**src/rtl/any1_alu_issue_queue_if.sv**
```systemverilog
// Record types and issue-side interface for the ANY1 ALU issue queue.
// master = dispatch/ALU side, slave = the queue itself.
package any1_aluq_pkg;

  // 359-bit ALU issue record
  typedef struct packed {
    logic        wr;
    logic [5:0]  rid;
    logic [31:0] ir;
    logic [63:0] pc;
    logic [63:0] a;
    logic [63:0] b;
    logic [63:0] c;
    logic [63:0] imm;
  } salu_rec_t;

  typedef struct packed {
    logic        wr;
    logic [5:0]  rid;
    logic [63:0] pc;
  } sredirect_t;

endpackage

interface any1_alu_issue_queue_if #(
  parameter int DEPTH = 8
);
  import any1_aluq_pkg::*;

  localparam int CW = $clog2(DEPTH) + 1;

  salu_rec_t   alu_i;
  sredirect_t  redirect_i;
  salu_rec_t   q_o;
  logic        vld_o;
  logic        rdy_i;
  logic        full_o;
  logic        afull_o;
  logic [CW-1:0] cnt_o;
  logic        ovf_o;

  modport master (
    output alu_i, redirect_i, rdy_i,
    input  q_o, vld_o, full_o, afull_o, cnt_o, ovf_o
  );

  modport slave (
    input  alu_i, redirect_i, rdy_i,
    output q_o, vld_o, full_o, afull_o, cnt_o, ovf_o
  );

endinterface

```
**src/rtl/any1_alu_issue_queue.sv**
```systemverilog
// In-order issue queue feeding one ALU over valid/ready; redirect flushes everything.
// Optional same-cycle empty bypass: define ANY1_ALUQ_BYPASS_EN.
module any1_alu_issue_queue
  import any1_aluq_pkg::*;
#(
  parameter int DEPTH     = 8,
  parameter int AFULL_LVL = 6
) (
  input  logic clk_i,
  input  logic rst_i,
  any1_alu_issue_queue_if.slave bus
);

  localparam int PW = $clog2(DEPTH);
  localparam int CW = PW + 1;

  salu_rec_t     mem [DEPTH];
  logic [PW-1:0] rd_ptr;
  logic [PW-1:0] wr_ptr;
  logic [CW-1:0] count;
  logic          ovf;

  logic not_empty;
  logic flush;
  logic pop;
  logic room;
  logic bypass;
  logic push;
  logic drop;
  logic redirect_unused;

  assign not_empty = (count != '0);
  assign flush     = bus.redirect_i.wr;
  assign pop       = not_empty & bus.rdy_i & ~flush;
  assign room      = (count != CW'(DEPTH)) | pop;

`ifdef ANY1_ALUQ_BYPASS_EN
  // An empty queue with a ready ALU hands the incoming record straight through.
  assign bypass = ~not_empty & bus.alu_i.wr & bus.rdy_i & ~flush;
`else
  assign bypass = 1'b0;
`endif

  assign push = bus.alu_i.wr & ~flush & room & ~bypass;
  assign drop = bus.alu_i.wr & ~flush & ~room;

  // Only the flush strobe matters here; the redirect target is for fetch.
  assign redirect_unused = ^{bus.redirect_i.rid, bus.redirect_i.pc};

  // NOTE: the record storage has no reset; its contents are only observed
  // through count-qualified reads, so resetting it would only cost flops.
  always_ff @(posedge clk_i) begin
    if (push) mem[wr_ptr] <= bus.alu_i;
  end

  // NOTE: sequential state uses non-blocking assignments so every register
  // samples the pre-edge values regardless of statement order.
  always_ff @(posedge clk_i or posedge rst_i) begin
    if (rst_i) begin
      rd_ptr <= '0;
      wr_ptr <= '0;
      count  <= '0;
      ovf    <= 1'b0;
    end else begin
      ovf <= drop;
      if (flush) begin
        rd_ptr <= '0;
        wr_ptr <= '0;
        count  <= '0;
      end else begin
        if (push) wr_ptr <= wr_ptr + PW'(1);
        if (pop)  rd_ptr <= rd_ptr + PW'(1);
        unique case ({push, pop})
          2'b10:   count <= count + CW'(1);
          2'b01:   count <= count - CW'(1);
          default: count <= count;
        endcase
      end
    end
  end

  // NOTE: the combinational head mux assigns a default first so no path
  // through the block can leave the output unassigned (no latch).
  always_comb begin
    salu_rec_t q;
    q = '0;
    if (not_empty) q = mem[rd_ptr];
`ifdef ANY1_ALUQ_BYPASS_EN
    if (bypass) q = bus.alu_i;
`endif
    q.wr    = not_empty | bypass;
    bus.q_o = q;
  end

  assign bus.vld_o   = not_empty | bypass;
  assign bus.cnt_o   = count;
  assign bus.full_o  = (count == CW'(DEPTH));
  assign bus.afull_o = (count >= CW'(AFULL_LVL));
  assign bus.ovf_o   = ovf;

endmodule

```
**src/flat_wrapper.sv**
```systemverilog
// flat-port wrapper written by rule: the top's interface ports become plain ports
module any1_alu_issue_queue_flat import any1_aluq_pkg::*;
#(
  parameter int DEPTH     = 8,
  parameter int AFULL_LVL = 6
)
  (clk_i, rst_i, bus_alu_i, bus_redirect_i, bus_rdy_i, bus_q_o, bus_vld_o, bus_full_o, bus_afull_o, bus_cnt_o, bus_ovf_o);
  any1_alu_issue_queue_if #(.DEPTH(DEPTH)) bus_i ();
  input  logic clk_i;
  input  logic rst_i;
  input wire logic [$bits(bus_i.alu_i)-1:0] bus_alu_i;
  input wire logic [$bits(bus_i.redirect_i)-1:0] bus_redirect_i;
  input wire logic [$bits(bus_i.rdy_i)-1:0] bus_rdy_i;
  output wire logic [$bits(bus_i.q_o)-1:0] bus_q_o;
  output wire logic [$bits(bus_i.vld_o)-1:0] bus_vld_o;
  output wire logic [$bits(bus_i.full_o)-1:0] bus_full_o;
  output wire logic [$bits(bus_i.afull_o)-1:0] bus_afull_o;
  output wire logic [$bits(bus_i.cnt_o)-1:0] bus_cnt_o;
  output wire logic [$bits(bus_i.ovf_o)-1:0] bus_ovf_o;
  assign bus_i.alu_i = bus_alu_i;
  assign bus_i.redirect_i = bus_redirect_i;
  assign bus_i.rdy_i = bus_rdy_i;
  assign bus_q_o = bus_i.q_o;
  assign bus_vld_o = bus_i.vld_o;
  assign bus_full_o = bus_i.full_o;
  assign bus_afull_o = bus_i.afull_o;
  assign bus_cnt_o = bus_i.cnt_o;
  assign bus_ovf_o = bus_i.ovf_o;
  any1_alu_issue_queue #(.DEPTH(DEPTH), .AFULL_LVL(AFULL_LVL)) u_core (.clk_i(clk_i), .rst_i(rst_i), .bus(bus_i));
endmodule
```
**config.mk**
```make
export PLATFORM = sky130hd
export DESIGN_NAME = any1_alu_issue_queue_flat
export DESIGN_NICKNAME = d
export VERILOG_FILES = /design/src/rtl/any1_alu_issue_queue_if.sv /design/src/rtl/any1_alu_issue_queue.sv /design/src/flat_wrapper.sv
export SDC_FILE = /design/constraint.sdc
export NUM_CORES = 2
export LEC_CHECK = 0
export CORE_MARGIN = 2
export CORE_UTILIZATION = 45
export CTS_BUF_LIST = sky130_fd_sc_hd__clkbuf_8
export CTS_CLUSTER_SIZE = 30
export DETAILED_ROUTE_END_ITERATION = 10
export HOLD_SLACK_MARGIN = 0.03
export PLACE_DENSITY_LB_ADDON = 0.1
export SLEW_MARGIN = 20
export SYNTH_ARGS = -nofsm -noshare
export SYNTH_HDL_FRONTEND = slang
export SYNTH_SLANG_ARGS = --single-unit
```
**constraint.sdc**
```tcl
create_clock -name clk_i -period 48.5 [get_ports clk_i]
set_clock_uncertainty 0.05 [all_clocks]
set_input_delay 12.125 -clock clk_i [delete_from_list [all_inputs] [get_ports clk_i]]
set_output_delay 12.125 -clock clk_i [all_outputs]
set_load 0.02 [all_outputs]
```
After elaboration in Yosys (flattened, before gate mapping)
Memory sizes are Yosys's and may differ from the RTL's.
Cells that the tools add are included.
{"block": "op_classes", "muxes": 9, "reduce_logical": 4, "div": 0, "bitwise": 8, "add_sub_neg": 4, "n_eq_ne": 4, "n_mul": 0, "order_cmp": 1, "shifts": 0}
{"operator": "$mux 358", "count": 1}
{"operator": "$mux 3", "count": 4}
{"operator": "$pmux 4 s2", "count": 1}
{"operator": "$add 3x1->3 const B", "count": 2}
{"operator": "$and 1x1->1", "count": 5}
{"operator": "$add 4x1->4 const B", "count": 1}
{"operator": "$eq 4x4->1 const B", "count": 1}
{"operator": "$ge 4x3->1 const B", "count": 1}
{"operator": "$mux 4", "count": 1}
{"operator": "$ne 4x4->1 const B", "count": 1}
{"operator": "$reduce_bool 2->1", "count": 2}
{"operator": "$reduce_bool 4->1", "count": 1}
{"operator": "$sub 4x1->4 const B", "count": 1}
{"operator": "$reduce_bool 3->1", "count": 1}
{"operator": "$eq 2x1->1 const B", "count": 1}
{"operator": "$eq 2x2->1 const B", "count": 1}
{"operator": "$mux 1", "count": 2}
{"operator": "$not 1->1", "count": 2}
{"operator": "$or 1x1->1", "count": 1}
{"block": "word_totals", "mem_count": 1, "register_bits": 11, "mem_bits_ro": 0, "output_inout_bits": 367, "latchBits": 0, "in_bits": 433, "ramBits": 2872, "elab_cells": 35}
{"name": "u_core.mem", "words": 8, "width": 359, "read_ports": 1, "rd_clocked_by_memory_dff": 0, "wr": 1, "line": "any1_alu_issue_queue.sv:17", "rtl": "salu_rec_t mem [DEPTH];"}

Longest topological paths before layout
{"block": "depth", "ltp_word": 8, "depth_mapped": 10, "depth_no_buf": 10}

Least setup slack after synthesis
OpenSTA, ideal clock, no wires.
{"block": "synth_timing", "kind": "input port to flip-flop", "start": "in bus_rdy_i", "end": "mem u_core.mem[0][0] in the netlist's numbering (enable)", "arrival_time_ps": 46575, "path_slack_ps": -76, "stages": 5, "setup_ps": 1951, "required_ps": 46499, "path_cell_list": "clkbuf_1 nand2b_1 o21ai_0 or2_2 nor4_1"}
{"block": "synth_between", "elab_chain_cells": 6}
{"element": "start: declaration", "line": "flat_wrapper.sv:13", "rtl": "input wire logic [$bits(bus_i.rdy_i)-1:0] bus_rdy_i;"}
{"element": "$and 1x1->1 (2 in a row)", "line": "any1_alu_issue_queue.sv:34", "rtl": "assign pop = not_empty & bus.rdy_i & ~flush;"}
{"element": "$or 1x1->1", "line": "any1_alu_issue_queue.sv:35", "rtl": "assign room = (count != CW'(DEPTH)) | pop;"}
{"element": "$and 1x1->1", "line": "any1_alu_issue_queue.sv:44", "rtl": "assign push = bus.alu_i.wr & ~flush & room & ~bypass;"}
{"element": "$mux 1", "line": "any1_alu_issue_queue.sv:53", "rtl": "if (push) mem[wr_ptr] <= bus.alu_i;"}
{"element": "$mux 1 (not written as such)", "line": "any1_alu_issue_queue.sv:53"}
{"element": "end: declaration", "line": "any1_alu_issue_queue.sv:17"}
Every way passes these cells.

Worst setup path in the final report
{"block": "layout_timing", "start": "reg u_core.rd_ptr[0]", "end": "out bus_q_o[72]"}
{"block": "layout_between", "elab_chain_cells": 2}
{"element": "start: declaration", "line": "any1_alu_issue_queue.sv:18", "rtl": "logic [PW-1:0] rd_ptr;"}
{"element": "start signal: assignment", "line": "any1_alu_issue_queue.sv:72", "rtl": "if (pop) rd_ptr <= rd_ptr + PW'(1);"}
{"element": "$mem_v2 8x359"}
{"element": "$mux 358", "line": "any1_alu_issue_queue.sv:87", "rtl": "if (not_empty) q = mem[rd_ptr];"}
{"element": "end: declaration", "line": "flat_wrapper.sv:14", "rtl": "output wire logic [$bits(bus_i.q_o)-1:0] bus_q_o;"}
Every way passes these cells.

==> flow_summary.toml <==
[setup_path]
worstPathMaxFanout = 109
crit_buf_inv = 5
rr_startpoint = "u_core.bus.cnt_o[1]"
worstPathArrival_ns = 7.11
worst_ep_required_time_ns = 36.33
critPathCapture = "bus_q_o[72]"
cp-end-kind = "output port"
worstSetupStartpointType = "register"
criticalPathCategory = "register to output port"
crit_chain = "buf_4, buf_4, buf_4, buf_12, mux4_2, mux2i_1, nor2_1, clkdlybuf4s50_1"
critical-path-slowest-cell = "dfrtp_4"
reg2reg_to = "u_core.mem[2][285]"
crit_top_cell = "buf_4"
crit_path_max_incr_delay_ns = 0.96
worstSetupPathDepth = 8
crit_family = "buffers and inverters"
reg2reg_slack_ns = 43.37
startpoint = "u_core.rd_ptr[0]"
r2r_cells = 8

[floorplanning]
die_area_um2 = 246000
die_y_um = 496
io_pins = 800
core_area_um2 = 241000
die_x_um = 496
rows = 180
initial_utilization_pct = 45.3

[synth]
yosysTopAreaCellShare_pct = 78.9
synth-edff-count = 2864
synth_commonest_cells = "edfxtp_1, mux4_2, nor2_1, mux2i_1, buf_2"
yosysWarnings = 0
async_reset_ff_share_pct = 0.383
synth_cell_types = 38
netlist_area_um2 = 109000
synth_area_leaders = "edfxtp_1, mux4_2, mux2i_1"
yosysTopAreaCell = "edfxtp_1"
postSynthAreaPerCell_um2 = 23.6
synth.most_common_cell = "edfxtp_1"
synth_fp_nets = 5062
ys_seq_area_share_pct = 79.1
ys_ff_latch = 2875
synth_flop_cell = "edfxtp_1"
synthCells = 4624

[sta]
setup_viol = 0
max_freq_mhz = 51.9
finalMaxSlewViolations = 0
worst_pin_slew_ns = 1.11
finalCritPeriodShare_pct = 39.8
finalSetupTns_ns = 0
hold_viol = 0
grt_setup_unrepaired = "false"
relSlewSlack_pct = 26.2
post-route-min-period_ns = 19.28

[detailed_routing]
drc = 0
drt_wl_total_mm = 256
vias = 50800
initialDrtViolationCount = 3793
drt_pass1_iterations = 5
ant_nets = 0
viasPerCell = 5.49
wl_per_cell_um = 27.6

[cells_and_area]
layout.nets = 6118
area_delta_synth_final_pct = 17.8
layout.cells.non_filler = 9257
n_fill_cell = 18800
drive_above_1_share_pct = 22.8

[clocking]
clock_path_buffers = 4
root_buffer = "clkbuf_8"
numCtsBuffers = 478
cts_resized = 0
cts_tree = "done"
h-tree-depth = 5
clk_latency_ns = 1.12
clkSlewWorstSetupHoldPaths_ns = 0.06
clock_sinks = 2875
holdBufCountCts = 0
cts_setup_buffers = 0

[placement]
io_buffer_count = 729
gp_congestion = 0.737
place_hpwl_mm = 136
dp_cells = 8383

[worst_hold_path]
min-delay-path-class = "register to register"

[run_status]
outcome = "completed"

[grt]
grt_max_degree = 145
antenna_found_initial = 98
grt.total_usage_pct = 20.5
grt_pass1_vias = 54300
grt-ovfl-total = 0
grt_first_pass_wirelength_mm = 367

[pwr]
peakVddDrop_mv = 0.0766
p_leak_nw = 39.3
pwr_density_cell_nw_per_um2 = 49.5

[job]
drv_cap = 0
[report_power, final]
part / leakage, nW / internal (W) / switching [W]
registers: 26.0 / 0.00278 / 0.0000215
logic: 8.55 / 0.000717 / 0.000952
clock network: 4.78 / 0.000952 / 0.000930
[how the worst min path moves through the flow]
stage / startpoint / endpoint / slack (ns) / depth (start not counted)
global route: u_core.wr_ptr[0] / u_core.wr_ptr[0] / 0.56 / 2
detailed placement: u_core.wr_ptr[0] / u_core.wr_ptr[0] / 0.52 / 2
CTS: u_core.wr_ptr[0] / u_core.wr_ptr[0] / 0.53 / 2
global placement: u_core.wr_ptr[0] / u_core.wr_ptr[0] / 0.51 / 2
floorplan: u_core.wr_ptr[0] / u_core.wr_ptr[0] / 0.48 / 2
finish: u_core.wr_ptr[0] / u_core.wr_ptr[0] / 0.52 / 2
[flip-flops by register name (all words and copies together) (netlist names)]
name              count
u_core.wr_ptr         3
u_core.mem         2864
u_core.bus.cnt_o      4
u_core.rd_ptr         3
u_core.bus.ovf_o      1
[per-stage QoR]
step                power, W  hold WS, ns  utilization [%]  instance area [µm²]  worst slack (ns)
detailed placement   0.00455        0.517             49.9               120000             30.02
finish               0.00635        0.520             53.4               128000             29.22
global placement     0.00455        0.507             49.9               120000             30.02
CTS                  0.00645        0.526             53.3               128000             28.75
global route         0.00663        0.559             53.3               128000             28.55
floorplan            0.00382        0.485                -               109000             0.231
[kinds of logic (layout without fill, tap and decap cells)]
| group | Yosys count | in the layout | share of synthesized area [%] |
|---|---|---|---|
| multiplexers | 1075 | 1075 | 18.1 |
| AO/OA/AOI/OAI | 17 | 17 | 0.111 |
| adder cells (fa/ha/maj) | 5 | 5 | 0.0643 |
| flip-flops | 2875 | 2875 | 79.1 |
| buffers and inverters | 247 | 1669 | 1.14 |
| XOR/XNOR | 6 | 6 | 0.0482 |
| other | 0 | 26 | 0 |
| AND/OR/NAND/NOR | 399 | 399 | 1.42 |
[cell type report]
cell class / instances / area [µm²] / share of cell area (%)
well taps: 3185 / 3990 / 3.10
multi-input cells: 1502 / 21600 / 16.8
clock inverters: 366 / 1720 / 1.34
flip-flops and latches: 2875 / 86300 / 67.2
diodes: 26 / 65.1 / 0.0506
repair buffers: 821 / 8210 / 6.39
clock buffers: 480 / 6610 / 5.14
inverters: 2 / 7.51 / 0.00584
[worst min-delay path, delay by kind of cell, from the launching register on]
kind	cells	cell delay, ns
DFF	1	0.40
and+or+nand+nor	1	0.07
AOI/OAI and AO/OA	1	0.06
[metal layers]
metal | vias up | track usage, % | share of wire (%)
met5 | - | 0 | 0.25
met4 | 102 | 6.79 | 2.6
met3 | 485 | 7.31 | 8.7
met2 | 1539 | 31.4 | 47
met1 | 27000 | 27.5 | 42
li1 | 21700 | - | -
[layout by cell type, fill, tap and decap left out, types with 26 or more instances in the layout]
cell type,count
edfxtp_1,2864
clkdlybuf4s50_1,729
mux4_2,716
clkbuf_8,480
nor2_1,368
mux2i_1,359
clkinv_1,155
inv_1,140
buf_4,75
clkinv_2,51
diode_2,26
No activity file was read; power rests on OpenSTA's default activity.
